### src/rtl/pin_responder.sv
// pin_responder: command-bus slave that drives one FPGA pin.
//
// Decodes writes addressed to BASE_ADDR into a small register file
// (END_TIME, HIGH_CYC, LOW_CYC, CMD). Writing CMD starts a pin operation:
// idle (high-Z), constant level, square wave, or explicit high-Z hold.
// An optional stop time against the global timer returns the pin to idle.
//
// Ports:
//   clk, rst       system clock; asynchronous active-high reset
//   current_time   global timer, compared against END_TIME
//   cmd_bus_addr   [15:8] unit select, [7:0] register offset
//   cmd_bus_data   write data
//   cmd_bus_en     bus cycle valid
//   cmd_bus_rd     read strobe (no read path, ignored)
//   cmd_bus_wr     write strobe
//   pin_out        pin drive value
//   pin_oe         pin output enable (1 = driven, 0 = high-Z)
//   busy           timed operation (END_TIME != 0) in progress
module pin_responder #(
  parameter logic [7:0] BASE_ADDR = 8'h01,
  parameter logic       RST_LEVEL = 1'b0
) (
  input  logic        clk,
  input  logic        rst,
  input  logic [31:0] current_time,
  input  logic [15:0] cmd_bus_addr,
  input  logic [31:0] cmd_bus_data,
  input  logic        cmd_bus_en,
  input  logic        cmd_bus_rd,
  input  logic        cmd_bus_wr,
  output logic        pin_out,
  output logic        pin_oe,
  output logic        busy
);

  typedef enum logic [1:0] {
    IDLE  = 2'd0,
    CONST = 2'd1,
    HIGH  = 2'd2,
    LOW   = 2'd3
  } state_t;

  localparam logic [7:0] OFF_CMD  = 8'h00;
  localparam logic [7:0] OFF_END  = 8'h01;
  localparam logic [7:0] OFF_HIGH = 8'h02;
  localparam logic [7:0] OFF_LOW  = 8'h03;

  // Phase counter reload: a programmed count of 0 behaves as 1 so every
  // phase lasts at least one cycle.
  function automatic logic [31:0] phase_load(input logic [31:0] count);
    return (count == 32'd0) ? 32'd0 : count - 32'd1;
  endfunction

  logic        hit;
  logic        hit_q;
  logic        vld_p0;
  logic [7:0]  off_p0;
  logic [31:0] data_p0;

  state_t      state, state_n;
  logic [31:0] cnt, cnt_n;
  logic [1:0]  mode, mode_n;
  logic [31:0] end_time, end_time_n;
  logic [31:0] high_cyc, high_cyc_n;
  logic [31:0] low_cyc, low_cyc_n;
  logic        pin_out_n, pin_oe_n, busy_n;
  logic        cmd_write;
  logic        expired;

  // No read path exists; the strobe is accepted on the port but unused.
  logic unused_rd;
  assign unused_rd = cmd_bus_rd;

  assign hit = cmd_bus_en & cmd_bus_wr & (cmd_bus_addr[15:8] == BASE_ADDR);

  // Stage p0: the scheduler holds each write for several cycles; only the
  // rising edge of hit is captured, so a held write acts exactly once.
  always_ff @(posedge clk or posedge rst) begin
    if (rst) begin
      hit_q   <= 1'b0;
      vld_p0  <= 1'b0;
      off_p0  <= 8'd0;
      data_p0 <= 32'd0;
    end else begin
      hit_q   <= hit;
      vld_p0  <= hit & ~hit_q;
      off_p0  <= cmd_bus_addr[7:0];
      data_p0 <= cmd_bus_data;
    end
  end

  // Stage p1: register file update, pin state machine, registered outputs.
  assign cmd_write = vld_p0 && (off_p0 == OFF_CMD);
  assign expired   = (state != IDLE) && (end_time != 32'd0) &&
                     (current_time >= end_time);

  always_comb begin
    state_n    = state;
    cnt_n      = cnt;
    mode_n     = mode;
    end_time_n = end_time;
    high_cyc_n = high_cyc;
    low_cyc_n  = low_cyc;
    pin_out_n  = pin_out;
    pin_oe_n   = pin_oe;

    // A CMD write takes priority over stop-time expiry and restarts the
    // operation from scratch, reloading the phase counter.
    if (cmd_write) begin
      mode_n = data_p0[1:0];
      unique case (data_p0[1:0])
        2'd0: begin
          state_n   = IDLE;
          pin_oe_n  = 1'b0;
          pin_out_n = RST_LEVEL;
        end
        2'd1: begin
          state_n   = CONST;
          pin_oe_n  = 1'b1;
          pin_out_n = data_p0[2];
        end
        2'd2: begin
          state_n   = HIGH;
          pin_oe_n  = 1'b1;
          pin_out_n = 1'b1;
          cnt_n     = phase_load(high_cyc);
        end
        default: begin
          // Explicit high-Z hold: not idle, so a stop time still applies.
          state_n   = CONST;
          pin_oe_n  = 1'b0;
          pin_out_n = RST_LEVEL;
        end
      endcase
    end else if (expired) begin
      state_n   = IDLE;
      pin_oe_n  = 1'b0;
      pin_out_n = RST_LEVEL;
    end else begin
      unique case (state)
        HIGH: begin
          if (cnt == 32'd0) begin
            state_n   = LOW;
            pin_out_n = 1'b0;
            cnt_n     = phase_load(low_cyc);
          end else begin
            cnt_n = cnt - 32'd1;
          end
        end
        LOW: begin
          if (cnt == 32'd0) begin
            state_n   = HIGH;
            pin_out_n = 1'b1;
            cnt_n     = phase_load(high_cyc);
          end else begin
            cnt_n = cnt - 32'd1;
          end
        end
        default: ;
      endcase
    end

    // Count registers are only consulted at a phase reload, so mid-wave
    // writes take effect at the next phase boundary.
    if (vld_p0) begin
      unique case (off_p0)
        OFF_END:  end_time_n = data_p0;
        OFF_HIGH: high_cyc_n = data_p0;
        OFF_LOW:  low_cyc_n  = data_p0;
        default:  ;
      endcase
    end

    // Derived from next-state values so busy falls on the same edge as pin_oe.
    busy_n = (state_n != IDLE) && (end_time_n != 32'd0);
  end

  always_ff @(posedge clk or posedge rst) begin
    if (rst) begin
      state    <= IDLE;
      cnt      <= 32'd0;
      mode     <= 2'd0;
      end_time <= 32'd0;
      high_cyc <= 32'd0;
      low_cyc  <= 32'd0;
      pin_out  <= RST_LEVEL;
      pin_oe   <= 1'b0;
      busy     <= 1'b0;
    end else begin
      state    <= state_n;
      cnt      <= cnt_n;
      mode     <= mode_n;
      end_time <= end_time_n;
      high_cyc <= high_cyc_n;
      low_cyc  <= low_cyc_n;
      pin_out  <= pin_out_n;
      pin_oe   <= pin_oe_n;
      busy     <= busy_n;
    end
  end

endmodule

### config.mk
export PLATFORM = sky130hd
export DESIGN_NAME = pin_responder
export DESIGN_NICKNAME = d
export VERILOG_FILES = /design/src/rtl/pin_responder.sv
export SDC_FILE = /design/constraint.sdc
export NUM_CORES = 1
export LEC_CHECK = 0
export ABC_CLOCK_PERIOD_IN_PS = 8340
export CAP_MARGIN = 20
export CORE_ASPECT_RATIO = 0.5
export CORE_MARGIN = 2
export CORE_UTILIZATION = 40
export CTS_CLUSTER_DIAMETER = 40
export CTS_CLUSTER_SIZE = 20
export DETAILED_ROUTE_END_ITERATION = 8
export GPL_TIMING_DRIVEN = 0
export HOLD_SLACK_MARGIN = 0.05
export PLACE_DENSITY = 0.6
export SLEW_MARGIN = 30
export SYNTH_ARGS = -nofsm -noshare
export SYNTH_HDL_FRONTEND = slang
export SYNTH_SLANG_ARGS = --single-unit
### constraint.sdc
create_clock -name clk -period 8.34 [get_ports clk]
set_input_delay 1.668 -clock clk [delete_from_list [all_inputs] [get_ports clk]]
set_output_delay 1.668 -clock clk [all_outputs]
set_load 0.01 [all_outputs]
# Word-level counts from Yosys, hierarchy flattened
# Cells that the tools add are included.
# op_classes
addsub	3
reduce_logical	21
bitwise	4
muxes	25
eq_ne	12
order_cmp	1
# op_table
cell	n
$mux W32	9
$logic_not A32 Y1	3
$sub A32 B1 Y32 const B	3
$pmux W32 S2	1
$reduce_bool A32 Y1	2
$ge A32 B32 Y1	1
$eq A8 B1 Y1 const B	2
$eq A8 B2 Y1 const B	2
$logic_not A8 Y1	1
$mux W2	4
$ne A4 B4 Y1 const B	2
$pmux W2 S2	2
$mux W1	7
$eq A2 B2 Y1 const B	3
$reduce_and A3 Y1	2
$reduce_bool A2 Y1	3
$logic_and A1 B1 Y1	4
$pmux W1 S2	2
$reduce_and A2 Y1	2
$reduce_bool A4 Y1	1
$and A1 B1 Y1	3
$reduce_bool A3 Y1	1
$eq A2 B1 Y1 const B	1
$logic_not A2 Y1	1
other kinds (4)	4
# totals
reg_bits	175
word_cells	78
input_bits	85
out_inout_bits	3

# Depth between registers and ports, before layout
# Gate-level depths: netlist of run 1.
# logic_depth
ltp_word	7
ltp_mapped	12
depth_no_buf	10

# Least setup slack after synthesis of run 1
# Ideal clock, no wire load.
# synth_timing
kind	input to register
from	input port current_time[0]
to	register cnt[6]
n_path_buf	2
t_arrival_ns	3.803
setup_slack_ns	4.416
required_ns	8.219
stages	12
cell_sequence	inv_1 -> ha_1 -> nand2b_1 -> a2111oi_0 -> o311ai_0 -> a22o_1 -> o21a_1 -> clkbuf_1 -> inv_1 -> clkbuf_1 -> o21ai_0 -> a22o_1
# synth_via
elab_chain_cells	4
# synth_rtl
element	line	rtl
from (decl)	25	input logic [31:0] current_time,
$ge A32 B32 Y1	95	(current_time >= end_time);
$logic_and A1 B1 Y1	94	assign expired = (state != IDLE) && (end_time != 32'd0) &&
$ne A2 B2 Y1 (no source line)	-	
$reduce_and A3 Y1 (no source line)	-	
to (signal assigned)	191	cnt <= cnt_n;
to (decl)	61	logic [31:0] cnt, cnt_n;
# Every way passes these cells.
# A chain may end at the register's enable or synchronous reset.

# Worst setup path in the final report of run 1
# layout_timing
from	input port current_time[31]
to	register cnt[22]
# The elaborated chain is that of the path after synthesis.

==> load_flow_metrics.sql, run 1 <==
INSERT INTO impl_metrics (metric_group, metric, value, unit) VALUES
('status', 'run_status', 'finished, final reports clean', ''),
('yosys', 'yosysUniqueCellTypes', '66', ''),
('sta', 'setup_viol', '0', ''),
('cts', 'tritoncts', 'done', ''),
('power_and_ir_drop', 'report.power.total', '0.001968', 'W'),
('sta', 'max_slew_margin', '42.78', '%'),
('yosys', 'cell_count_after_synthesis', '943', ''),
('yosys', 'synth.yosys.seq_area_share', '45.49', '%'),
('yosys', 'yosys-top-cells-area', 'sky130_fd_sc_hd__dfrtp_1 45%, sky130_fd_sc_hd__mux2_2 11%, sky130_fd_sc_hd__ha_1 5.2%, sky130_fd_sc_hd__xnor2_1 3.2%, sky130_fd_sc_hd__xor2_1 3.2%', ''),
('die', 'die_area', '25400', 'um^2'),
('routing', 'first_iter_violations', '795', ''),
('sta', 'maxClockFrequency', '0.1985', 'GHz'),
('yosys', 'synth.cell_area', '9627', 'um^2'),
('cts', 'postCtsSetupBuffers', '0', ''),
('die', 'dieWidth', '223.4', 'um'),
('sta', 'report.final.slew_viol_count', '0', ''),
('die', 'core-area', '23820', 'um^2'),
('power_and_ir_drop', 'total_leakage_power', '5.134', 'nW'),
('sta', 'final.setup.tns', '0', 'ps'),
('routing', 'routed-via-count', '7884', ''),
('layout', 'drive_above_1_share', '14.02', '%'),
('yosys', 'postSynthNetCount', '1068', ''),
('die', 'starting_density', '40.41', '%'),
('placement', 'gpl.final_weighted_congestion', '0.9272', ''),
('die', 'design.portCount', '88', ''),
('grt', 'number_of_antenna_violations_at_the_first_check_in_global_routing', '0', ''),
('cts', 'cts_root_buffer', 'sky130_fd_sc_hd__clkbuf_16', ''),
('layout', 'postLayoutCoreUtil', '48.52', '%'),
('critical_path', 'crit_path_max_fanout', '10', ''),
('layout', 'area.growth.synth_to_final', '20.07', '%'),
('sta', 'worstMarginPinSlew', '851.8', 'ps'),
('power_and_ir_drop', 'pwr_density_cell', '170.3', 'nW/um^2'),
('sta', 'fin_worst_skew', '11.74', 'ps'),
('routing', 'drcViolationCount', '0', ''),
('hold_path', 'min-delay-path-class', 'reg2reg', ''),
('critical_path', 'worst_setup_path_category', 'in2reg', ''),
('placement', 'place_area', '10960', 'um^2'),
('placement', 'worst_slack_at_placement', '2862', 'ps'),
('routing', 'postRouteWirelength', '28720', 'um'),
('sta', 'period_share', '60.42', '%'),
('grt', 'grt.total_usage', '23.66', '%'),
('yosys', 'ys_ff_latch', '175', ''),
('routing', 'dr.pass1.iters', '5', ''),
('cts', 'clock_insertion_delay_worst_skew', '450', 'ps'),
('flow_run', 'max_capacitance_violation_count', '0', ''),
('layout', 'fin_area', '11560', 'um^2'),
('yosys', 'synth_enable_flop_cells', '0', ''),
('cts', 'clkTransAtPathRegs', '70', 'ps'),
('sta', 'rsz0062_at_grt', 'false', ''),
('cts', 'cts-htree-levels', '4', ''),
('sta', 'worst_slack', '3301', 'ps'),
('yosys', 'synth_flop_cell', 'sky130_fd_sc_hd__dfrtp_1', ''),
('grt', 'first_pass_grt_wire_length', '45460', 'um'),
('yosys', 'most_frequent_cell_after_synthesis', 'sky130_fd_sc_hd__dfrtp_1', ''),
('routing', 'number_of_vias_per_cell_after_detailed_routing', '5.721', ''),
('cts', 'cts-buffers-inserted', '17', ''),
('grt', 'grt_max_degree', '74', ''),
('cts', 'cts_repair_resize_count', '0', ''),
('layout', 'fill_cells', '2224', ''),
('yosys', 'postSynth.asyncResetShare', '100.0', '%'),
('layout', 'final_net_count', '1175', ''),
('critical_path', 'cp_data_arrival_time', '5400', 'ps'),
('yosys', 'avgSynthCellArea', '10.21', 'um^2'),
('layout', 'multi_input_comb_area', '4928', 'um^2'),
('cts', 'post_cts_hold_buffer_count', '0', ''),
('yosys', 'synth_top_cell_by_area', 'sky130_fd_sc_hd__dfrtp_1', ''),
('yosys', 'synth_top_cells_by_count', '175 x sky130_fd_sc_hd__dfrtp_1, 90 x sky130_fd_sc_hd__mux2_2, 70 x sky130_fd_sc_hd__nand2_1', ''),
('placement', 'hpwl', '22280', 'um'),
('layout', 'flip_flop_and_latch_area', '4379', 'um^2'),
('sta', 'finalHoldViolations', '0', ''),
('yosys', 'synth.yosys.warnings', '0', '');
routing by layer:
metal | wire length (um) | share of wire, % | up-vias | global-route usage [%]
met5 | 0 | 0 | - | 0
met4 | 293 | 1.0 | 0 | 6.178
met3 | 2132 | 7.4 | 32 | 5.461
met2 | 12070 | 42 | 296 | 35.17
met1 | 14220 | 50 | 3883 | 34.78
li1 | - | - | 3673 | -
power by group:
group          total (W)  internal (W)  leakage [nW]  switching (W)
Combinational   0.000214      0.000114          2.61      0.0000996
Clock           0.000822      0.000428         0.283       0.000394
Sequential      0.000932      0.000884          2.24      0.0000477
Total            0.00197       0.00143          5.13       0.000541
final timing paths:
path,start,end,slack (ps),cells past startpoint
hold reg to reg,hit_q,vld_p0,400,1
setup / recovery,current_time[31],cnt[22],3300,12
setup reg to reg,end_time[27],cnt[22],4530,12
max in group asynchronous,rst,cnt[5],5750,4
min in group asynchronous,rst,data_p0[16],1590,2
hold / removal,hit_q,vld_p0,400,1
cells by family (layout without fill, tap and decap cells):
group	count (synthesis)	in the layout	share of synthesized area, %
simple gates	317	317	17.88
flops	175	175	45.49
compound gates	164	164	10.98
mux	91	91	10.63
buf+inv	86	206	3.444
xor+xnor	70	70	6.369
fa+ha+maj	40	40	5.199
worst max-delay path, cell delays in order:
cell and delay [ps]:
sky130_fd_sc_hd__clkdlybuf4s50_1 440, sky130_fd_sc_hd__ha_1 310, sky130_fd_sc_hd__nand4_1 150, sky130_fd_sc_hd__nor4_1 620
sky130_fd_sc_hd__nor4b_1 310, sky130_fd_sc_hd__a22o_1 220, sky130_fd_sc_hd__o21a_1 250, sky130_fd_sc_hd__clkbuf_1 490
sky130_fd_sc_hd__inv_1 160, sky130_fd_sc_hd__clkbuf_1 280, sky130_fd_sc_hd__buf_2 300, sky130_fd_sc_hd__a21oi_1 180
cell type report:
class	count	area share (%)
multi-input combinational	682	42.64
sequential	175	37.89
timing repair buffer	88	7.924
clock buffer	18	3.713
tap	315	3.410
inverter	49	1.656
clock inverter	14	1.494
buffer	37	1.277
per-stage QoR:
| step | hold WS (ps) | std cells |
|---|---|---|
| floorplan | 377.7 | 943 |
| global placement | 387.8 | 1344 |
| detailed placement | 392.6 | 1346 |
| CTS | 402.0 | 1378 |
| global route | 423.3 | 1378 |
| finish | 396.2 | 1378 |
cell usage in the layout (no fill, tap or decap), types with 40 or more instances in the layout:
| cell | n |
|---|---|
| sky130_fd_sc_hd__ha_1 | 40 |
| sky130_fd_sc_hd__a21oi_1 | 45 |
| sky130_fd_sc_hd__nor2_1 | 48 |
| sky130_fd_sc_hd__inv_1 | 48 |
| sky130_fd_sc_hd__mux2_2 | 90 |
| sky130_fd_sc_hd__clkdlybuf4s50_1 | 86 |
| sky130_fd_sc_hd__dfrtp_1 | 175 |
| sky130_fd_sc_hd__nand2_1 | 70 |
| sky130_fd_sc_hd__nor4_1 | 45 |
sequential cells by signal, summed over array words and instances, names as in the netlist:
name,count
hit_q,1
state,2
cnt,32
off_p0,8
pin_out,1
busy,1
vld_p0,1
data_p0,32
end_time,32
pin_oe,1
high_cyc,32
low_cyc,32
No activity file was read; power rests on OpenSTA's default activity.
==> inputs of run 2 (changes only) <==
ABC_CLOCK_PERIOD_IN_PS = 4900   (was 8340)
clock period = 4.9 ns   (was 8.34 ns; I/O delays follow)
==> run 2 against run 1 <==
Register-to-register slack got worse by 3500 ps; final cell count rose by 0.29%; design area rose by 0.81%; first-iteration DRC count fell by 2.6%; worst hold slack improved by 10 ps; critical endpoint is now cnt[7].
==> load_flow_metrics.sql, run 2 (synthesis gave the netlist of run 1 again) <==
INSERT INTO impl_metrics (metric_group, metric, value, unit) VALUES
('layout', 'fill_cells', '2196', ''),
('die', 'die_area', '25400', 'um^2'),
('critical_path', 'startpoint_type', 'primary input', ''),
('critical_path', 'critical_path_required', '5280', 'ps'),
('status', 'run_status', 'finished, final reports clean', ''),
('layout', 'fin_area', '11650', 'um^2'),
('layout', 'flip_flop_and_latch_area', '4379', 'um^2'),
('routing', 'number_of_vias_per_cell_after_detailed_routing', '5.703', ''),
('layout', 'multi_input_comb_area', '4928', 'um^2'),
('routing', 'post_drt_wl_per_cell', '20.69', 'um'),
('grt', 'overflow', '0', ''),
('critical_path', 'critical-path-top-cell-by-count', 'sky130_fd_sc_hd__clkbuf_1', ''),
('layout', 'final_net_count', '1179', ''),
('sta', 'worst_slack', '480.4', 'ps'),
('layout', 'area.growth.synth_to_final', '21.04', '%'),
('cts', 'post_cts_hold_buffer_count', '0', ''),
('power_and_ir_drop', 'total_leakage_power', '5.179', 'nW'),
('critical_path', 'cpPeakStageDelay', '650', 'ps'),
('die', 'starting_density', '40.41', '%'),
('placement', 'port-buffer-count', '86', ''),
('die', 'core-area', '23820', 'um^2'),
('power_and_ir_drop', 'p_seq_share', '46.2', '%'),
('placement', 'worst_slack_at_placement', '10.31', 'ps'),
('grt', 'first_pass_grt_wire_length', '45020', 'um'),
('critical_path', 'worst_path_max_delay_cell', 'sky130_fd_sc_hd__nor4_1', ''),
('layout', 'antenna_cells', '0', ''),
('grt', 'number_of_global_route_vias_before_repair', '7837', ''),
('power_and_ir_drop', 'sw_frac_of_total', '27.11', '%'),
('routing', 'routed-via-count', '7881', ''),
('routing', 'postRouteWirelength', '28600', 'um'),
('sta', 'period_share', '90.20', '%'),
('critical_path', 'worstSetupEndpointType', 'flip-flop', ''),
('critical_path', 'worst_path_cell_chain', 'clkdlybuf4s50_1 -> ha_1 -> nand4_1 -> nor4_1 -> nor4b_1 -> a22o_1 -> o21a_1 -> clkbuf_1 -> inv_1 -> clkbuf_1 -> buf_2 -> a21oi_1', ''),
('sta', 'finalHoldViolations', '0', ''),
('sta', 'final.setup.tns', '0', 'ps'),
('die', 'design.portCount', '88', ''),
('cts', 'ctsLongestPathBuffers', '2', ''),
('sta', 'fin_worst_skew', '11.30', 'ps'),
('power_and_ir_drop', 'clkPwrFrac', '43.0', '%'),
('power_and_ir_drop', 'power_frac_comb', '10.7', '%'),
('placement', 'place_area', '11010', 'um^2'),
('cts', 'tritoncts_num_sinks', '175', ''),
('cts', 'clock_insertion_delay_worst_skew', '460', 'ps'),
('critical_path', 'worst_setup_path_category', 'in2reg', ''),
('layout', 'layout_common_cells', '175 x sky130_fd_sc_hd__dfrtp_1, 90 x sky130_fd_sc_hd__mux2_2, 86 x sky130_fd_sc_hd__clkdlybuf4s50_1', ''),
('placement', 'hpwl', '22300', 'um'),
('power_and_ir_drop', 'pwr_density_cell', '294.2', 'nW/um^2'),
('sta', 'finalCriticalPeriod', '4420', 'ps'),
('placement', 'gpl.final_weighted_congestion', '0.9321', ''),
('power_and_ir_drop', 'switching_power', '0.0009293', 'W'),
('power_and_ir_drop', 'report.power.total', '0.003428', 'W'),
('sta', 'worstMarginPinSlew', '896.9', 'ps'),
('cts', 'cts-htree-levels', '4', ''),
('die', 'row_count', '40', ''),
('layout', 'drive_above_1_share', '14.43', '%'),
('routing', 'drcViolationCount', '0', ''),
('routing', 'dr.pass1.iters', '6', ''),
('sta', 'report.final.slew_viol_count', '0', ''),
('cts', 'cts-buffers-inserted', '17', ''),
('power_and_ir_drop', 'max-vdd-ir-drop', '0.2225', 'mV'),
('grt', 'number_of_antenna_violations_at_the_first_check_in_global_routing', '0', ''),
('flow_run', 'max_capacitance_violation_count', '0', ''),
('critical_path', 'crit_path_max_fanout', '10', ''),
('cts', 'cts_root_buffer', 'sky130_fd_sc_hd__clkbuf_16', ''),
('grt', 'grt_max_degree', '32', ''),
('critical_path', 'cp_data_arrival_time', '4800', 'ps'),
('hold_path', 'min-delay-path-class', 'reg2reg', ''),
('cts', 'clkTransAtPathRegs', '70', 'ps'),
('sta', 'max_slew_margin', '39.75', '%'),
('die', 'die_height', '113.7', 'um'),
('cts', 'cts_repair_resize_count', '0', ''),
('layout', 'final_common_cell', 'sky130_fd_sc_hd__dfrtp_1', ''),
('routing', 'route.antenna.remaining_nets', '0', ''),
('sta', 'setup_viol', '0', ''),
('cts', 'postCtsSetupBuffers', '0', ''),
('sta', 'maxClockFrequency', '0.2263', 'GHz'),
('cts', 'tritoncts', 'done', ''),
('routing', 'first_iter_violations', '774', ''),
('power_and_ir_drop', 'internal-power', '0.002499', 'W'),
('sta', 'rsz0062_at_grt', 'false', ''),
('grt', 'grt.total_usage', '23.58', '%'),
('die', 'dieWidth', '223.4', 'um');
run 2: changes by cell type in the layout (fill, tap and decap cells not counted), sizes merged:
cell and change:
buf +4, bufinv +1, clkinv -1
run 2: power by group through the flow:
stage | Clock (W) | Combinational, W | Sequential (W)
final | 0.00148 | 0.000368 | 0.00158
after global routing | 0.00154 | 0.000416 | 0.00159
after CTS | 0.00149 | 0.000370 | 0.00158
after detailed placement | 0 | 0.000368 | 0.00161
after global placement | 0 | 0.000347 | 0.00161
after floorplan | 0 | 0.000233 | 0.00158
run 2: area by class of cell:
class                           count  area share [%]
Multi-Input combinational cell    682           42.30
Inverter                           49           1.611
Sequential cell                   175           37.58
Clock buffer                       18           3.769
Buffer                             37           1.267
Tap cell                          315           3.382
Clock inverter                     14           1.675
Timing Repair Buffer               92           8.418
run 2: final timing paths:
check / from / slack (ps) / endpoint / cells after the start
setup reg to reg: end_time[29] / 1010 / cnt[7] / 12
hold reg to reg: hit_q / 410 / vld_p0 / 1
max in group asynchronous: rst / 3090 / low_cyc[24] / 5
min in group asynchronous: rst / 860 / data_p0[6] / 2
setup / recovery: current_time[30] / 480 / cnt[7] / 12
hold / removal: hit_q / 410 / vld_p0 / 1
run 2: per-stage QoR:
step                utilization [%]  instances  hold WS (ps)
detailed placement            46.22       1350         400.0
CTS                           48.89       1382         410.0
global route                  48.91       1382         407.1
floorplan                         -        943         377.7
finish                        48.91       1382         406.2
global placement              45.69       1344         394.6
run 2: worst max-delay path, delay by kind of cell:
kind | cells | cell delay [ps]
buffers and inverters | 5 | 1620
and+or+nand+nor | 3 | 1170
adders and majority gates | 1 | 340
AOI/OAI and AO/OA | 3 | 670
run 2: metal layers:
layer  wire [um]  up-vias  part of all wire, %  GRT usage, %
met1       14100     3857                   49         35.44
met4         595        0                  2.1         6.889
met2       11860      305                   41         34.79
li1            -     3674                    -             -
met3        2038       45                  7.1         4.225
met5           0        -                    0             0
==> inputs of run 3 (changes only) <==
CORE_UTILIZATION = 39   (was 40)
PLACE_DENSITY = 0.59   (was 0.6)
==> run 3 against run 2 <==
Register-to-register slack improved by 100 ps; sequential share of layout area decreased by 0.12 points; design area increased by 0.31%; non-clock buffer count unchanged; fmax increased by 1.6%; die area increased by 2.5%; sequential power about the same; global-route usage decreased by 0.31 points; critical endpoint is now cnt[20]; critical path type unchanged.
==> load_flow_metrics.sql, run 3 (synthesis gave the netlist of run 1 again) <==
INSERT INTO impl_metrics (metric_group, metric, value, unit) VALUES
('status', 'run_status', 'finished, final reports clean', ''),
('critical_path', 'worst_path_cell_chain', 'clkdlybuf4s50_1 -> ha_1 -> nand4_1 -> nor4_1 -> nor4b_1 -> a22o_1 -> o21a_1 -> clkbuf_1 -> inv_1 -> clkbuf_1 -> buf_2 -> a21oi_1', ''),
('sta', 'report.final.slew_viol_count', '0', ''),
('critical_path', 'cpPeakStageDelay', '620', 'ps'),
('hold_path', 'min-delay-path-class', 'reg2reg', ''),
('sta', 'maxClockFrequency', '0.2299', 'GHz'),
('layout', 'layout_common_cells', '175 x sky130_fd_sc_hd__dfrtp_1, 90 x sky130_fd_sc_hd__mux2_2, 86 x sky130_fd_sc_hd__clkdlybuf4s50_1', ''),
('placement', 'port-buffer-count', '86', ''),
('die', 'die_area', '26030', 'um^2'),
('layout', 'antenna_cells', '0', ''),
('critical_path', 'cpLargestDelayFamily', 'buffers and inverters', ''),
('layout', 'final_net_count', '1179', ''),
('routing', 'post_drt_wl_per_cell', '20.43', 'um'),
('critical_path', 'cp_data_arrival_time', '4710', 'ps'),
('placement', 'gpl.final_weighted_congestion', '0.9228', ''),
('critical_path', 'worstSetupEndpointType', 'flip-flop', ''),
('cts', 'postCtsSetupBuffers', '0', ''),
('cts', 'cts-htree-levels', '4', ''),
('die', 'core-area', '24120', 'um^2'),
('sta', 'setup_viol', '0', ''),
('sta', 'finalHoldViolations', '0', ''),
('sta', 'period_share', '88.76', '%'),
('sta', 'worstMarginPinSlew', '924.2', 'ps'),
('cts', 'ctsLongestPathBuffers', '2', ''),
('routing', 'routed-via-count', '7886', ''),
('grt', 'first_pass_grt_wire_length', '45490', 'um'),
('power_and_ir_drop', 'pwr_density_cell', '292.3', 'nW/um^2'),
('grt', 'number_of_antenna_violations_at_the_first_check_in_global_routing', '0', ''),
('sta', 'rsz0062_at_grt', 'false', ''),
('routing', 'drcViolationCount', '0', ''),
('die', 'starting_density', '39.91', '%'),
('layout', 'fin_area', '11690', 'um^2'),
('layout', 'area.growth.synth_to_final', '21.42', '%'),
('placement', 'hpwl', '22400', 'um'),
('layout', 'drive_above_1_share', '14.43', '%'),
('cts', 'clock_insertion_delay_worst_skew', '440', 'ps'),
('routing', 'number_of_vias_per_cell_after_detailed_routing', '5.621', ''),
('grt', 'grt_max_degree', '31', ''),
('power_and_ir_drop', 'total_leakage_power', '5.190', 'nW'),
('cts', 'cts_root_buffer', 'sky130_fd_sc_hd__clkbuf_16', ''),
('cts', 'tritoncts', 'done', ''),
('grt', 'grt.total_usage', '23.27', '%'),
('critical_path', 'crit_path_max_fanout', '10', ''),
('routing', 'dr.pass1.iters', '5', ''),
('critical_path', 'critical-path-top-cell-by-count', 'sky130_fd_sc_hd__clkbuf_1', ''),
('routing', 'route.antenna.remaining_nets', '0', ''),
('critical_path', 'worst_setup_path_category', 'in2reg', ''),
('die', 'row_count', '40', ''),
('power_and_ir_drop', 'max-vdd-ir-drop', '0.1954', 'mV'),
('sta', 'max_slew_margin', '37.91', '%'),
('cts', 'post_cts_hold_buffer_count', '0', ''),
('routing', 'first_iter_violations', '734', ''),
('layout', 'final_common_cell', 'sky130_fd_sc_hd__dfrtp_1', ''),
('sta', 'finalCriticalPeriod', '4349', 'ps'),
('flow_run', 'max_capacitance_violation_count', '0', ''),
('critical_path', 'startpoint_type', 'primary input', ''),
('grt', 'number_of_global_route_vias_before_repair', '7973', ''),
('cts', 'clkTransAtPathRegs', '70', 'ps'),
('die', 'die_height', '115.1', 'um'),
('cts', 'cts-buffers-inserted', '17', ''),
('critical_path', 'critical_path_required', '5260', 'ps'),
('sta', 'fin_worst_skew', '11.32', 'ps'),
('critical_path', 'worst_path_max_delay_cell', 'sky130_fd_sc_hd__nor4_1', ''),
('die', 'design.portCount', '88', ''),
('layout', 'postLayoutCoreUtil', '48.45', '%'),
('die', 'dieWidth', '226.2', 'um'),
('cts', 'cts_repair_resize_count', '0', ''),
('grt', 'overflow', '0', ''),
('cts', 'tritoncts_num_sinks', '175', ''),
('sta', 'final.setup.tns', '0', 'ps'),
('routing', 'postRouteWirelength', '28670', 'um'),
('placement', 'place_area', '11040', 'um^2'),
('critical_path', 'number_of_buffer_and_inverter_stages_on_the_critical_path', '5', '');
## run 3: layer usage
metal	GRT usage (%)	part of all wire (%)	wire, um	up-vias
met5	0	0	0	-
met3	5.137	7.5	2154	26
met1	34.43	49	13980	3893
met4	5.614	1.2	339	0
met2	34.66	43	12190	285
li1	-	-	-	3682
## run 3: path summary, 6_finish.rpt
check                            startpoint      endpoint  slack [ps]  depth (start not counted)
max                        current_time[30]       cnt[20]         550                         12
min                                   hit_q        vld_p0         390                          1
max reg2reg                    end_time[31]       cnt[20]        1110                         12
min reg2reg                           hit_q        vld_p0         390                          1
max in group asynchronous               rst       cnt[25]        3050                          5
min in group asynchronous               rst  end_time[15]         910                          2
## run 3: report_power, final
part / total, W / switching [W] / internal (W)
Clock: 0.00146 / 0.000652 / 0.000811
Combinational: 0.000370 / 0.000170 / 0.000200
Sequential: 0.00158 / 0.0000801 / 0.00150
Total: 0.00342 / 0.000902 / 0.00252
## run 3: through the flow
stage | hold slack, ps | total power (W) | setup WS [ps] | instances
finish | 391.8 | 0.003417 | 550.9 | 1403
global placement | 385.3 | 0.001958 | 129.8 | 1365
global route | 408.8 | 0.003554 | 333.7 | 1403
CTS | 392.4 | 0.003433 | 596.6 | 1403
detailed placement | 382.3 | 0.001978 | 131.9 | 1371
floorplan | 377.7 | 0.001816 | 1664 | 943
## run 3: cell type report
class / instances / area, um^2
buffer: 37 / 147.6
clock buffer: 19 / 452.9
clock inverter: 13 / 191.4
fill: 2269 / 12430
inverter: 49 / 187.7
multi-input combinational: 682 / 4928
sequential: 175 / 4379
tap: 336 / 420.4
timing repair buffer: 92 / 980.9
